## src/rtl/call_stack_pkg.sv

```systemverilog
// Shared types and width helpers for the NeonFox call/return stack.
package call_stack_pkg;

   typedef enum logic [1:0] {OP_NOP, OP_PUSH, OP_POP, OP_REPLACE} cstack_op_e;
   typedef enum logic [1:0] {S_EMPTY, S_ACTIVE, S_FULL, S_WRAPPED} cstack_state_e;

   localparam int CSTACK_WIDTH_DEF = 32;
   localparam int CSTACK_DEPTH_DEF = 16;

   function automatic int cstack_ptr_w(input int depth);
      return $clog2(depth);
   endfunction

   function automatic int cstack_cnt_w(input int depth);
      return $clog2(depth) + 1;
   endfunction

endpackage

```

## src/rtl/cstack_mem.sv

```systemverilog
// DEPTH x WIDTH register file: one synchronous write port, two asynchronous read ports.
module cstack_mem
   import call_stack_pkg::*;
#(
   parameter  int WIDTH = CSTACK_WIDTH_DEF,
   parameter  int DEPTH = CSTACK_DEPTH_DEF,
   localparam int AW    = cstack_ptr_w(DEPTH)
) (
   input  logic             clk,
   input  logic             we,
   input  logic [AW-1:0]    waddr,
   input  logic [WIDTH-1:0] wdata,
   input  logic [AW-1:0]    raddr_top,
   input  logic [AW-1:0]    raddr_next,
   output logic [WIDTH-1:0] rdata_top,
   output logic [WIDTH-1:0] rdata_next
);

   (* ramstyle = "logic" *) logic [WIDTH-1:0] mem_r [DEPTH];

   // Write port; contents survive reset and flush on purpose.
   always_ff @(posedge clk) begin
      if (we) begin
         mem_r[waddr] <= wdata;
      end
   end

   assign rdata_top  = mem_r[raddr_top];
   assign rdata_next = mem_r[raddr_next];

endmodule

```

## src/rtl/call_stack_ctl.sv

```systemverilog
// Parametrised call/return stack controller with occupancy, sticky error flags and flush.
// Optional high-water mark output enabled by macro CSTACK_HWM_EN.
module call_stack_ctl
   import call_stack_pkg::*;
#(
   parameter  int WIDTH    = CSTACK_WIDTH_DEF,
   parameter  int DEPTH    = CSTACK_DEPTH_DEF,
   parameter  int OVF_WRAP = 0,
   localparam int AW       = cstack_ptr_w(DEPTH),
   localparam int CW       = cstack_cnt_w(DEPTH)
) (
   input  logic             clk,
   input  logic             rst_n,
   input  logic             en,
   input  logic             push,
   input  logic             pop,
   input  logic             flush,
   input  logic             clr_err,
   input  logic [WIDTH-1:0] data_in,
   output logic [WIDTH-1:0] data_out,
   output logic [CW-1:0]    count,
   output logic             empty,
   output logic             full,
`ifdef CSTACK_HWM_EN
   output logic [CW-1:0]    hwm,
`endif
   output logic             overflow,
   output logic             underflow
);

   cstack_op_e    op_s;
   cstack_state_e state_r, state_next_s;

   logic [AW-1:0]    sp_r, sp_next_s, waddr_s;
   logic [CW-1:0]    count_r, count_next_s;
   logic [WIDTH-1:0] dout_r, dout_next_s, rd_top_s, rd_next_s;
   logic             we_s, empty_s, full_s;
   logic             ovf_r, unf_r, ovf_ev_s, unf_ev_s;

   assign empty_s = (count_r == {CW{1'b0}});
   assign full_s  = (count_r == CW'(DEPTH));

   cstack_mem #(.WIDTH(WIDTH), .DEPTH(DEPTH)) u_mem (
      .clk        (clk),
      .we         (we_s),
      .waddr      (waddr_s),
      .wdata      (data_in),
      .raddr_top  (sp_r - AW'(1)),
      .raddr_next (sp_r - AW'(2)),
      .rdata_top  (rd_top_s),
      .rdata_next (rd_next_s)
   );

   // Operation decode, gated by the stall enable.
   always_comb begin
      op_s = OP_NOP;
      if (en) begin
         case ({push, pop})
            2'b10:   op_s = OP_PUSH;
            2'b01:   op_s = OP_POP;
            2'b11:   op_s = OP_REPLACE;
            default: op_s = OP_NOP;
         endcase
      end else begin
         op_s = OP_NOP;
      end
   end

   // Next-state, pointer, occupancy, write and top-of-stack logic.
   always_comb begin
      sp_next_s    = sp_r;
      count_next_s = count_r;
      we_s         = 1'b0;
      waddr_s      = sp_r;
      // Hold path re-reads the top entry, which always equals dout_r while non-empty.
      dout_next_s  = empty_s ? {WIDTH{1'b0}} : rd_top_s;
      ovf_ev_s     = 1'b0;
      unf_ev_s     = 1'b0;
      state_next_s = state_r;
      if (flush) begin
         sp_next_s    = {AW{1'b0}};
         count_next_s = {CW{1'b0}};
         dout_next_s  = {WIDTH{1'b0}};
         state_next_s = S_EMPTY;
      end else begin
         case (op_s)
            OP_PUSH: begin
               if (full_s) begin
                  ovf_ev_s = 1'b1;
                  if (OVF_WRAP != 0) begin
                     we_s         = 1'b1;
                     sp_next_s    = sp_r + AW'(1);
                     dout_next_s  = data_in;
                     state_next_s = S_WRAPPED;
                  end else begin
                     state_next_s = state_r;
                  end
               end else begin
                  we_s         = 1'b1;
                  sp_next_s    = sp_r + AW'(1);
                  count_next_s = count_r + CW'(1);
                  dout_next_s  = data_in;
                  state_next_s = (count_r == CW'(DEPTH - 1)) ? S_FULL : S_ACTIVE;
               end
            end
            OP_POP: begin
               if (empty_s) begin
                  unf_ev_s = 1'b1;
               end else begin
                  sp_next_s    = sp_r - AW'(1);
                  count_next_s = count_r - CW'(1);
                  dout_next_s  = (count_r == CW'(1)) ? {WIDTH{1'b0}} : rd_next_s;
                  state_next_s = (count_r == CW'(1)) ? S_EMPTY : S_ACTIVE;
               end
            end
            OP_REPLACE: begin
               we_s        = 1'b1;
               dout_next_s = data_in;
               if (empty_s) begin
                  sp_next_s    = sp_r + AW'(1);
                  count_next_s = CW'(1);
                  state_next_s = S_ACTIVE;
               end else begin
                  waddr_s = sp_r - AW'(1);
               end
            end
            default: begin
               state_next_s = state_r;
            end
         endcase
      end
   end

   // Occupancy state register.
   always_ff @(posedge clk or negedge rst_n) begin
      if (!rst_n) begin
         state_r <= S_EMPTY;
      end else begin
         state_r <= state_next_s;
      end
   end

   // Pointer, count, top-of-stack and sticky flag registers; a new error beats clr_err.
   always_ff @(posedge clk or negedge rst_n) begin
      if (!rst_n) begin
         sp_r    <= {AW{1'b0}};
         count_r <= {CW{1'b0}};
         dout_r  <= {WIDTH{1'b0}};
         ovf_r   <= 1'b0;
         unf_r   <= 1'b0;
      end else begin
         sp_r    <= sp_next_s;
         count_r <= count_next_s;
         dout_r  <= dout_next_s;
         ovf_r   <= ovf_ev_s | (ovf_r & ~clr_err);
         unf_r   <= unf_ev_s | (unf_r & ~clr_err);
      end
   end

`ifdef CSTACK_HWM_EN
   logic [CW-1:0] hwm_r;

   // High-water mark tracks the deepest post-operation occupancy; only reset clears it.
   always_ff @(posedge clk or negedge rst_n) begin
      if (!rst_n) begin
         hwm_r <= {CW{1'b0}};
      end else if (count_next_s > hwm_r) begin
         hwm_r <= count_next_s;
      end else begin
         hwm_r <= hwm_r;
      end
   end

   assign hwm = hwm_r;
`endif

   assign data_out  = dout_r;
   assign count     = count_r;
   assign empty     = empty_s;
   assign full      = full_s;
   assign overflow  = ovf_r;
   assign underflow = unf_r;

endmodule

```

## config.mk

```make
export PLATFORM = sky130hd
export DESIGN_NAME = call_stack_ctl
export DESIGN_NICKNAME = d
export VERILOG_FILES = /design/src/rtl/call_stack_pkg.sv /design/src/rtl/cstack_mem.sv /design/src/rtl/call_stack_ctl.sv
export SDC_FILE = /design/constraint.sdc
export NUM_CORES = 1
export LEC_CHECK = 0
export CORE_MARGIN = 2
export CORE_UTILIZATION = 55
export DETAILED_ROUTE_END_ITERATION = 8
export PLACE_DENSITY_LB_ADDON = 0.25
export SLEW_MARGIN = 20
export SYNTH_ARGS = -nofsm -noshare
export SYNTH_HDL_FRONTEND = slang
export SYNTH_HIERARCHICAL = 1
export SYNTH_SLANG_ARGS = --single-unit
```

## constraint.sdc

```tcl
create_clock -name clk -period 6.7 [get_ports clk]
set_clock_uncertainty 0.05 [all_clocks]
set_input_delay 1.675 -clock clk [delete_from_list [all_inputs] [get_ports clk]]
set_output_delay 1.675 -clock clk [all_outputs]
set_load 0.005 [all_outputs]
```

==> PnR_summary.wiki, run 1 <==
{| class="wikitable"
! Metric !! Value
|-
| Cell type with the largest total area after synthesis || sky130_fd_sc_hd__edfxtp_1
|-
| Result of the run || completed
|-
| Leakage || 0.00934 µW
|-
| Max-cap check violation count || 0
|-
| Clock buffer count from CTS || 56
|-
| Number of max-slew violations in the final report || 0
|-
| Cell count after placement || 1960
|-
| # hold bufs at CTS || 0
|-
| DRC violations left || 0
|-
| Std cell rows || 78
|-
| Yosys warns || 6
|-
| CP Max Fanout || 17
|-
| Clock network power share || 35.4%
|-
| Area enclosed by the die boundary || 0.0481 mm²
|-
| Buffer cell driving the clock tree root || sky130_fd_sc_hd__clkbuf_16
|-
| Max incr delay on CP || 0.78 ns
|-
| Top cell family by delay on the critical path || simple AND/OR/NAND/NOR gates
|-
| Post-Synthesis Cell Area || 0.0255 mm²
|-
| # setup viols final || 0
|-
| Initial standard-cell utilization of the core || 55.9%
|-
| First-pass GRT wire length || 101 mm
|-
| Proportion of synthesized chip area in sequential cells || 64.5%
|-
| Count of instances resized after the clock tree is built || 0
|-
| Number of antenna violations at the first check in global routing || 0
|-
| Timing-limited maximum frequency || 209 MHz
|-
| Skew-Pair Late Insertion Delay || 0.63 ns
|-
| Most frequent cell after synthesis || sky130_fd_sc_hd__edfxtp_1
|-
| Post-route non-filler standard cell count || 2066
|-
| Drt wl/cell || 33.2 µm
|-
| Data arrival, critical path || 5.07 ns
|-
| Number of global-route vias before repair || 15200
|-
| Number of enable-type register cells in the synthesized netlist || 512
|-
| Share of the core filled with cells || 63.5%
|-
| Post-synth ARST share || 7.75%
|-
| Count of mapped cells out of synthesis || 1353
|-
| Overall via count from detail_route || 14900
|-
| Total global-route track usage || 29.5%
|-
| Critical path buffer and inverter count || 3
|-
| Critical Path Sink Type || flip-flop
|-
| Setup repair after global routing missed its margin || no
|-
| Post-synth top cells || sky130_fd_sc_hd__edfxtp_1, sky130_fd_sc_hd__mux4_2, sky130_fd_sc_hd__a22oi_1
|-
| Final Routed Wirelength || 68.5 mm
|-
| Worst-case register-to-register setup slack || 2.37 ns
|-
| Final period util || 71.5%
|-
| First-pass detailed-route iteration total || 5
|-
| TritonCTS sink count || 555
|-
| Launching element type of the critical path || primary input
|-
| Number of antenna diodes || 0
|-
| Number of hold-slack violations in the final timing report || 0
|-
| Total power per unit cell area || 292 mW/mm²
|-
| Kind of critical path || in -> reg
|-
| Total negative setup slack || 0 ns
|-
| Max Root-Sink Buffers || 3
|-
| Floorplan die width || 219 µm
|-
| Net count of the mapped netlist || 1401
|-
| Total power || 8450 µW
|-
| Number of nets in the layout || 1467
|-
| Internal Pwr Total || 6130 µW
|-
| Total non-filler cell area in the finished layout || 0.0289 mm²
|-
| Average cell area after synthesis || 18.8 µm²
|-
| Count of distinct cell types in the synthesized netlist || 52
|-
| Critical-path cell list || clkdlybuf4s50_1 > nand2_1 > nor4_1 > buf_4 > o21ai_0 > nand2b_1 > nor2_4 > buf_12
|-
| Total placed instance area || 0.0272 mm²
|-
| Area fraction of the dominant cell type after synthesis || 60.3%
|-
| Layout overhead on the synthesized area || 13.4%
|-
| Worst Reg-to-Reg Cells || 10
|-
| Part of the total power dissipated in sequential elements || 45.8%
|-
| Worst min-delay path category || reg -> reg
|-
| Crit-path slowest cell || sky130_fd_sc_hd__o21ai_0
|-
| Clk slew on worst S/H paths || 0.06 ns
|-
| Post-DRT Antenna Nets || 0
|-
| Count of fill cells added during filler insertion || 3075
|-
| Maximum number of pins on one net before global-route repair || 131
|-
| Violation count after the first detailed-route iteration || 2026
|-
| Switching share of total power || 27.4%
|-
| Multi-input logic area || 0.00866 mm²
|-
| Placer Congestion || 0.874
|-
| Crit. path cell count || 8
|-
| Power spent charging and discharging nets || 2310 µW
|-
| Fraction of final layout cells sized beyond drive strength 1 || 28.8%
|-
| Cell types with the largest area share after synthesis || sky130_fd_sc_hd__edfxtp_1, sky130_fd_sc_hd__mux4_2, sky130_fd_sc_hd__a22oi_1, sky130_fd_sc_hd__dfrtp_1, sky130_fd_sc_hd__nand2_1
|-
| I/O Pins || 80
|-
| Dominant register cell in the synthesized netlist || sky130_fd_sc_hd__edfxtp_1
|-
| Die H || 219 µm
|-
| Data required time of the worst path || 6.98 ns
|-
| Largest voltage drop on the vdd net || 0.210 mV
|-
| Logic gate share of total power || 18.9%
|-
| Via/cell ratio || 7.22
|-
| Area of the core || 0.0456 mm²
|-
| H-tree level count || 2
|-
| Input/output buffers || 79
|-
| TritonCTS clock tree || built
|-
| Shortest period the worst path allows || 4.79 ns
|-
| Relative max-transition margin || 21.5%
|-
| Footprint of the flip-flops and latches || 0.0165 mm²
|-
| Transition time at the pin with the least slew margin || 1.18 ns
|-
| Overflow left after global routing || 0
|-
| Total half-perimeter wirelength after legalization and detailed placement || 40.5 mm
|-
| Flop and latch count out of synthesis || 555
|-
| Worst hold path stage count || 2
|-
| Number of post-CTS setup repair buffers || 0
|}
## layer usage
layer | track usage, % | vias up | share of wire [%]
li1 | - | 5966 | -
met1 | 39.1 | 7810 | 36
met4 | 14.6 | 0 | 5.2
met2 | 48.7 | 936 | 51
met5 | 0 | - | 0
met3 | 3.91 | 195 | 8.1
## per-stage QoR
step | hold slack (ns) | setup WS (ns)
2_1_floorplan | 0.424 | 0.690
3_3_place_gp | 0.475 | 1.54
3_5_place_dp | 0.490 | 1.41
4_1_cts | 0.506 | 2.05
5_1_grt | 0.564 | 1.79
6_report | 0.511 | 1.91
## cells in the final DEF, fill, tap and decap left out, types with 5 or more instances in the layout
cell type	n
sky130_fd_sc_hd__nand2b_1	5
sky130_fd_sc_hd__mux4_2	256
sky130_fd_sc_hd__nor2_4	14
sky130_fd_sc_hd__o21ai_0	6
sky130_fd_sc_hd__nor2_1	5
sky130_fd_sc_hd__a22oi_1	161
sky130_fd_sc_hd__clkdlybuf4s50_1	77
sky130_fd_sc_hd__buf_12	8
sky130_fd_sc_hd__o211ai_1	32
sky130_fd_sc_hd__edfxtp_1	512
sky130_fd_sc_hd__ha_1	9
sky130_fd_sc_hd__a21oi_1	38
sky130_fd_sc_hd__clkbuf_1	10
sky130_fd_sc_hd__clkinv_2	17
sky130_fd_sc_hd__clkinv_1	13
sky130_fd_sc_hd__buf_4	32
sky130_fd_sc_hd__inv_1	9
sky130_fd_sc_hd__dfrtp_1	42
sky130_fd_sc_hd__clkbuf_16	56
sky130_fd_sc_hd__nand2_1	74
sky130_fd_sc_hd__nand3_1	7
## cell families after synthesis
| kind of cell | after synthesis | synth area share [%] |
|---|---|---|
| buffers and inverters | 126 | 2.29 |
| adders and majority gates | 9 | 0.442 |
| and+or+nand+nor | 135 | 2.44 |
| AOI/OAI and AO/OA | 263 | 7.37 |
| muxes | 258 | 22.7 |
| DFF | 555 | 64.5 |
| xor gates and xnor gates | 7 | 0.240 |
## sequential cells by signal (all words and copies together) (netlist names)
signal       count
data_out        32
underflow        1
sp_r             4
count            5
overflow         1
u_mem/mem_r    512
## path summary, 6_finish.rpt
kind	startpoint	endpoint
setup / recovery	push	u_mem/mem_r[10][15]
hold / removal	underflow	underflow
setup reg to reg	count[0]	u_mem/mem_r[10][15]
hold reg to reg	underflow	underflow
max in group asynchronous	rst_n	sp_r[0]
min in group asynchronous	rst_n	data_out[30]
## worst register-to-register path, delay by kind of cell (launching register included)
kind	cells	cell delay (ns)
AOI/OAI and AO/OA	1	0.79
adders and majority gates	1	0.21
buffers and inverters	4	0.72
DFF	1	0.47
and+or+nand+nor	4	1.82
## cell type report
class                   instances  share of cell area [%]
multi-input cells             672                    29.9
clock inverters                38                   0.982
flip-flops and latches        555                    56.9
inverters                      12                   0.199
repair buffers                122                    4.37
well taps                     600                    2.60
clock buffers                  67                    5.02
## power groups by stage
stage | clock network, µW | logic [µW] | registers [µW]
3_3_place_gp | 0 | 1540 | 3940
6_report | 2990 | 1590 | 3870
4_1_cts | 3030 | 1570 | 3870
5_1_grt | 3170 | 1670 | 3870
3_5_place_dp | 0 | 1560 | 3940
2_1_floorplan | 0 | 1010 | 3920
Power figures use the tool's default switching activity.
==> run 2: changes to the inputs <==
clock period = 4.2 ns   (was 6.7 ns; I/O delays follow)
==> PnR_summary.wiki, run 2 (same netlist as run 1, synthesis figures left out) <==
{| class="wikitable"
! Metric !! Value
|-
| Largest voltage drop on the vdd net || 0.338 mV (+61%)
|-
| Switching share of total power || 26.5% (-0.83 points)
|-
| Area of the core || 0.0456 mm² (unchanged)
|-
| Kind of critical path || reg -> out
|-
| Floorplan die width || 219 µm (unchanged)
|-
| Area enclosed by the die boundary || 0.0481 mm² (unchanged)
|-
| Overflow left after global routing || 0 (unchanged)
|-
| CP Max Fanout || 7 (-10)
|-
| Skew-Pair Late Insertion Delay || 0.61 ns (-0.02 ns)
|-
| Drt wl/cell || 31.6 µm (-4.7%)
|-
| # setup viols final || 0 (unchanged)
|-
| Pre-CTS setup slack || 0.284 ns (-1.13 ns)
|-
| Max incr delay on CP || 0.62 ns (-0.16 ns)
|-
| Placer Congestion || 0.892 (+2.1%)
|-
| Clock network power share || 35.8% (+0.4 points)
|-
| Via/cell ratio || 7.12 (-1.4%)
|-
| Max Root-Sink Buffers || 3 (unchanged)
|-
| Die H || 219 µm (unchanged)
|-
| Clk slew on worst S/H paths || 0.06 ns (about the same)
|-
| Number of max-slew violations in the final report || 0 (unchanged)
|-
| Final period util || 90.1%
|-
| Number of antenna violations at the first check in global routing || 0 (unchanged)
|-
| I/O Pins || 80 (unchanged)
|-
| Data arrival, critical path || 2.69 ns (-2.38 ns)
|-
| Power spent charging and discharging nets || 3620 µW (+57%)
|-
| Number of hold-slack violations in the final timing report || 0 (unchanged)
|-
| H-tree level count || 2 (unchanged)
|-
| Internal Pwr Total || 10000 µW (+64%)
|-
| Layout overhead on the synthesized area || 16.1%
|-
| Fraction of final layout cells sized beyond drive strength 1 || 31.1% (+2.3 points)
|-
| Maximum number of pins on one net before global-route repair || 115 (-12%)
|-
| Data required time of the worst path || 3.10 ns (-3.88 ns)
|-
| Top cell family by delay on the critical path || buffers and inverters
|-
| Leading cell types in the layout, fill and taps excluded || sky130_fd_sc_hd__edfxtp_1, sky130_fd_sc_hd__mux4_2, sky130_fd_sc_hd__a22oi_1
|-
| Logic gate share of total power || 19.2% (+0.3 points)
|-
| Critical path buffer and inverter count || 3 (unchanged)
|-
| Total half-perimeter wirelength after legalization and detailed placement || 38.9 mm (-3.9%)
|-
| Number of global-route vias before repair || 15800 (+4.0%)
|-
| Worst min-delay path category || reg -> reg
|-
| Timing-limited maximum frequency || 264 MHz
|-
| Critical-path cell list || inv_1 > ha_1 > or4b_2 > inv_1 > clkdlybuf4s50_1
|-
| Transition time at the pin with the least slew margin || 0.966 ns (-0.212 ns)
|-
| Total global-route track usage || 28.9% (-0.62 points)
|-
| Max reg flops || 512 (unchanged)
|-
| Leakage || 0.00966 µW (+3.5%)
|-
| First-pass GRT wire length || 100 mm (-1.1%)
|-
| Most repeated library cell on the critical path || sky130_fd_sc_hd__inv_1
|-
| Std cell rows || 78 (unchanged)
|-
| TritonCTS clock tree || built
|-
| Post-DRT Antenna Nets || 0 (unchanged)
|-
| First-pass detailed-route iteration total || 8 (+3)
|-
| Setup repair after global routing missed its margin || no
|-
| Max-cap check violation count || 0 (unchanged)
|-
| Initial standard-cell utilization of the core || 55.9% (unchanged)
|-
| Launching element type of the critical path || flip-flop
|-
| Buffer cell driving the clock tree root || sky130_fd_sc_hd__clkbuf_16
|-
| Number of antenna diodes || 0 (unchanged)
|-
| Fin Hold WS || 0.439 ns (-0.0716 ns)
|-
| Most common cell after layout, fill and taps aside || sky130_fd_sc_hd__edfxtp_1
|-
| TritonCTS sink count || 555 (unchanged)
|-
| Shortest period the worst path allows || 3.79 ns
|-
| Clock buffer count from CTS || 56 (unchanged)
|-
| DRC violations left || 0 (unchanged)
|-
| Input/output buffers || 79 (unchanged)
|-
| Result of the run || completed
|-
| # hold bufs at CTS || 0 (unchanged)
|-
| Total negative setup slack || 0 ns (unchanged)
|-
| Overall via count from detail_route || 15100 (+1.1%)
|-
| Crit-path slowest cell || sky130_fd_sc_hd__or4b_2
|-
| Part of the total power dissipated in sequential elements || 45.0% (-0.8 points)
|-
| Final Routed Wirelength || 67.0 mm (-2.3%)
|-
| Number of nets in the layout || 1519 (+3.5%)
|-
| Total power per unit cell area || 461 mW/mm² (+58%)
|-
| Violation count after the first detailed-route iteration || 2097 (+3.5%)
|-
| Worst-case setup margin in the final layout || 0.414 ns (-1.50 ns)
|-
| Relative max-transition margin || 35.6% (+14 points)
|-
| Register with the highest flop count || u_mem/mem_r
|-
| Critical Path Sink Type || primary output
|}
[run 2: cell count changes in the layout (fill, tap and decap cells not counted), moves of 2 or more]
cell,delta
sky130_fd_sc_hd__nor3_4,+4
sky130_fd_sc_hd__inv_6,+2
sky130_fd_sc_hd__nor3_2,-4
sky130_fd_sc_hd__buf_16,-3
sky130_fd_sc_hd__buf_4,+33
sky130_fd_sc_hd__clkinv_2,-3
sky130_fd_sc_hd__clkinv_1,-4
sky130_fd_sc_hd__bufinv_16,+2
sky130_fd_sc_hd__buf_12,+22
sky130_fd_sc_hd__clkbuf_1,+7
sky130_fd_sc_hd__clkinvlp_4,-2
[run 2: path summary, 6_finish.rpt]
path,startpoint,endpoint,slack [ns],depth (start not counted)
setup / recovery,count[0],empty,0.41,5
hold / removal,overflow,overflow,0.44,2
setup reg to reg,count[0],u_mem/mem_r[0][16],0.76,11
hold reg to reg,overflow,overflow,0.44,2
max in group asynchronous,rst_n,data_out[16],2.69,2
min in group asynchronous,rst_n,count[3],0.55,1
[run 2: worst min-delay path, stage by stage, from the launching register on]
cell and delay, ns:
sky130_fd_sc_hd__dfrtp_1 0.34, sky130_fd_sc_hd__nand2b_1 0.06, sky130_fd_sc_hd__o41ai_1 0.05
[run 2: power by group through the flow]
stage	clock network (µW)	logic, µW	registers [µW]
floorplan	0	1610	6250
global placement	0	2540	6260
detailed placement	0	2570	6260
CTS	4950	2580	6150
global route	5180	2770	6150
finish	4880	2630	6150
[run 2: layout make-up]
class	instances	area, µm²
Sequential cell	555	16500
Fill cell	3028	16000
Multi-Input combinational cell	672	8690
Timing Repair Buffer	174	1870
Clock buffer	75	1500
Tap cell	600	751
Clock inverter	30	272
Inverter	12	60.1
[run 2: per-stage QoR]
step                      utilization [%]  cells  power [µW]  instance area [µm²]
after floorplan                         -   1353        7860                25500
after global placement               61.0   2013        8800                27800
after detailed placement             61.0   2013        8830                27800
after CTS                            64.9   2118       13700                29600
after global routing                 64.9   2118       14100                29600
final                                64.9   2118       13700                29600
[run 2: what timing repair did]
action,in CTS,in global routing
buffers inserted,0,0
setup endpoints to repair,0,1
resized for setup,0,1
[run 2: metal layers]
metal  up-vias  track usage (%)  share of wire [%]
met5         -                0                  0
met4         0             9.44                2.8
met3       170             7.07                 11
met2       958             45.6                 49
met1      7868             40.1                 37
li1       6078                -                  -
==> run 3: changes to the inputs <==
clock period = 4.8 ns   (was 4.2 ns; I/O delays follow)
==> PnR_summary.wiki, run 3 (same netlist as run 1, synthesis figures left out) <==
{| class="wikitable"
! Metric !! Value
|-
| Result of the run || completed
|-
| Drt wl/cell || 32.0 µm (+1.2%)
|-
| Setup crit end || full
|-
| Relative max-transition margin || 32.9% (-2.7 points)
|-
| I/O Pins || 80 (unchanged)
|-
| Fraction of final layout cells sized beyond drive strength 1 || 30.3% (-0.74 points)
|-
| Setup repair after global routing missed its margin || no
|-
| Pre-CTS setup slack || 0.329 ns (+0.0454 ns)
|-
| Violation count after the first detailed-route iteration || 1804 (-14%)
|-
| CP Max Fanout || 7 (unchanged)
|-
| Total power per unit cell area || 416 mW/mm² (-9.9%)
|-
| Die H || 219 µm (unchanged)
|-
| Skew-Pair Late Insertion Delay || 0.60 ns (about the same)
|-
| TritonCTS sink count || 555 (unchanged)
|-
| Std cell rows || 78 (unchanged)
|-
| Post-route non-filler standard cell count || 2086 (-1.5%)
|-
| Worst Reg-to-Reg Cells || 9 (-2)
|-
| Final Routed Wirelength || 66.8 mm (-0.28%)
|-
| Worst-case setup margin in the final layout || 0.647 ns (+0.233 ns)
|-
| # setup viols final || 0 (unchanged)
|-
| Most common cell after layout, fill and taps aside || sky130_fd_sc_hd__edfxtp_1
|-
| Post-DRT Antenna Nets || 0 (unchanged)
|-
| Number of antenna violations at the first check in global routing || 1 (+1)
|-
| Number of max-slew violations in the final report || 0 (unchanged)
|-
| Data arrival, critical path || 2.90 ns (+0.21 ns)
|-
| Register with the highest flop count || u_mem/mem_r
|-
| Via/cell ratio || 7.12 (about the same)
|-
| Number of global-route vias before repair || 15000 (-4.9%)
|-
| Max reg flops || 512 (unchanged)
|-
| Launching element type of the critical path || flip-flop
|-
| Number of antenna diodes || 0 (unchanged)
|-
| Number of nets in the layout || 1489 (-2.0%)
|-
| Total negative setup slack || 0 ns (unchanged)
|-
| Count of fill cells added during filler insertion || 3008 (-0.66%)
|-
| Leading cell types in the layout, fill and taps excluded || sky130_fd_sc_hd__edfxtp_1, sky130_fd_sc_hd__mux4_2, sky130_fd_sc_hd__a22oi_1
|-
| Transition time at the pin with the least slew margin || 1.01 ns (+0.0400 ns)
|-
| Largest voltage drop on the vdd net || 0.351 mV (+3.8%)
|-
| Hold path startpoint || overflow
|-
| Area of the core || 0.0456 mm² (unchanged)
|-
| Number of post-CTS setup repair buffers || 0 (unchanged)
|-
| Max Root-Sink Buffers || 3 (unchanged)
|-
| Clk slew on worst S/H paths || 0.06 ns (about the same)
|-
| Floorplan die width || 219 µm (unchanged)
|-
| DRC violations left || 0 (unchanged)
|-
| Worst-case register-to-register setup slack || 1.10 ns (+0.34 ns)
|-
| Worst min-delay path category || reg -> reg
|-
| Maximum number of pins on one net before global-route repair || 96 (-17%)
|-
| Total placed instance area || 0.0274 mm² (-1.4%)
|-
| Critical R2R Launch || sp_r[1]
|-
| Total half-perimeter wirelength after legalization and detailed placement || 39.5 mm (+1.5%)
|-
| Kind of critical path || reg -> out
|-
| Area enclosed by the die boundary || 0.0481 mm² (unchanged)
|-
| Overflow left after global routing || 0 (unchanged)
|-
| Final period util || 86.5%
|-
| First-pass detailed-route iteration total || 8 (unchanged)
|-
| Total power || 12200 µW (-11%)
|-
| Overall via count from detail_route || 14900 (-1.5%)
|-
| Timing-limited maximum frequency || 241 MHz
|-
| Total global-route track usage || 28.7% (-0.18 points)
|-
| Layout overhead on the synthesized area || 15.2%
|-
| Input/output buffers || 79 (unchanged)
|-
| Placer Congestion || 0.874 (-2.0%)
|-
| Worst reg2reg endpoint || data_out[5]
|-
| Count of instances resized after the clock tree is built || 0 (unchanged)
|-
| TritonCTS clock tree || built
|-
| Critical Path Sink Type || primary output
|-
| Shortest period the worst path allows || 4.15 ns
|-
| Clock buffer count from CTS || 56 (unchanged)
|-
| Leakage || 0.00954 µW (-1.2%)
|-
| First-pass GRT wire length || 99.2 mm (-0.94%)
|-
| Initial standard-cell utilization of the core || 55.9% (unchanged)
|-
| Number of hold-slack violations in the final timing report || 0 (unchanged)
|-
| Cell count after placement || 1983 (-1.5%)
|-
| Max-cap check violation count || 0 (unchanged)
|-
| # hold bufs at CTS || 0 (unchanged)
|-
| Buffer cell driving the clock tree root || sky130_fd_sc_hd__clkbuf_16
|-
| H-tree level count || 2 (unchanged)
|-
| Data required time of the worst path || 3.55 ns (+0.45 ns)
|-
| Total non-filler cell area in the finished layout || 0.0294 mm² (-0.76%)
|-
| Crit. Startpoint || count[0]
|}
run 3: how the worst min path moves through the flow:
stage               slack, ns  endpoint  cells past startpoint
finish                   0.44  overflow                      2
global route             0.51  overflow                      2
floorplan                0.42  overflow                      2
global placement         0.45  overflow                      2
detailed placement       0.43  overflow                      2
CTS                      0.45  overflow                      2
run 3: routing by layer:
metal  wire length (µm)  vias to the layer above  global-route usage, %
li1                   -                     5994                      -
met1              25400                     7830                   40.6
met2              32900                      914                   45.5
met3               6470                      117                   5.39
met4               2040                        0                   10.0
met5                  0                        -                      0
run 3: worst max-delay path, cell delays in order, from the launching register on:
cell and delay, ns:
sky130_fd_sc_hd__dfrtp_1 0.46, sky130_fd_sc_hd__inv_1 0.13, sky130_fd_sc_hd__ha_1 0.21, sky130_fd_sc_hd__nor3b_1 0.74, sky130_fd_sc_hd__nand2_1 0.18, sky130_fd_sc_hd__inv_1 0.09, sky130_fd_sc_hd__clkdlybuf4s50_1 0.51
run 3: report_power, final:
group	switching (µW)	internal, µW
combinational	1320	923
sequential	35.5	5340
clock	1810	2780
run 3: metrics by stage:
stage          hold WS, ns  util (%)
2_1_floorplan        0.424         -
3_3_place_gp         0.450      60.2
3_5_place_dp         0.429      60.2
4_1_cts              0.448      64.5
5_1_grt              0.507      64.5
6_report             0.444      64.5
run 3: cell type report:
type,count,area (µm²),area share [%]
clock inverters,30,390,1.33
clock buffers,73,1570,5.33
multi-input cells,672,8680,29.6
well taps,600,751,2.56
inverters,12,60.1,0.204
repair buffers,144,1470,5.00
flip-flops and latches,555,16500,56.0
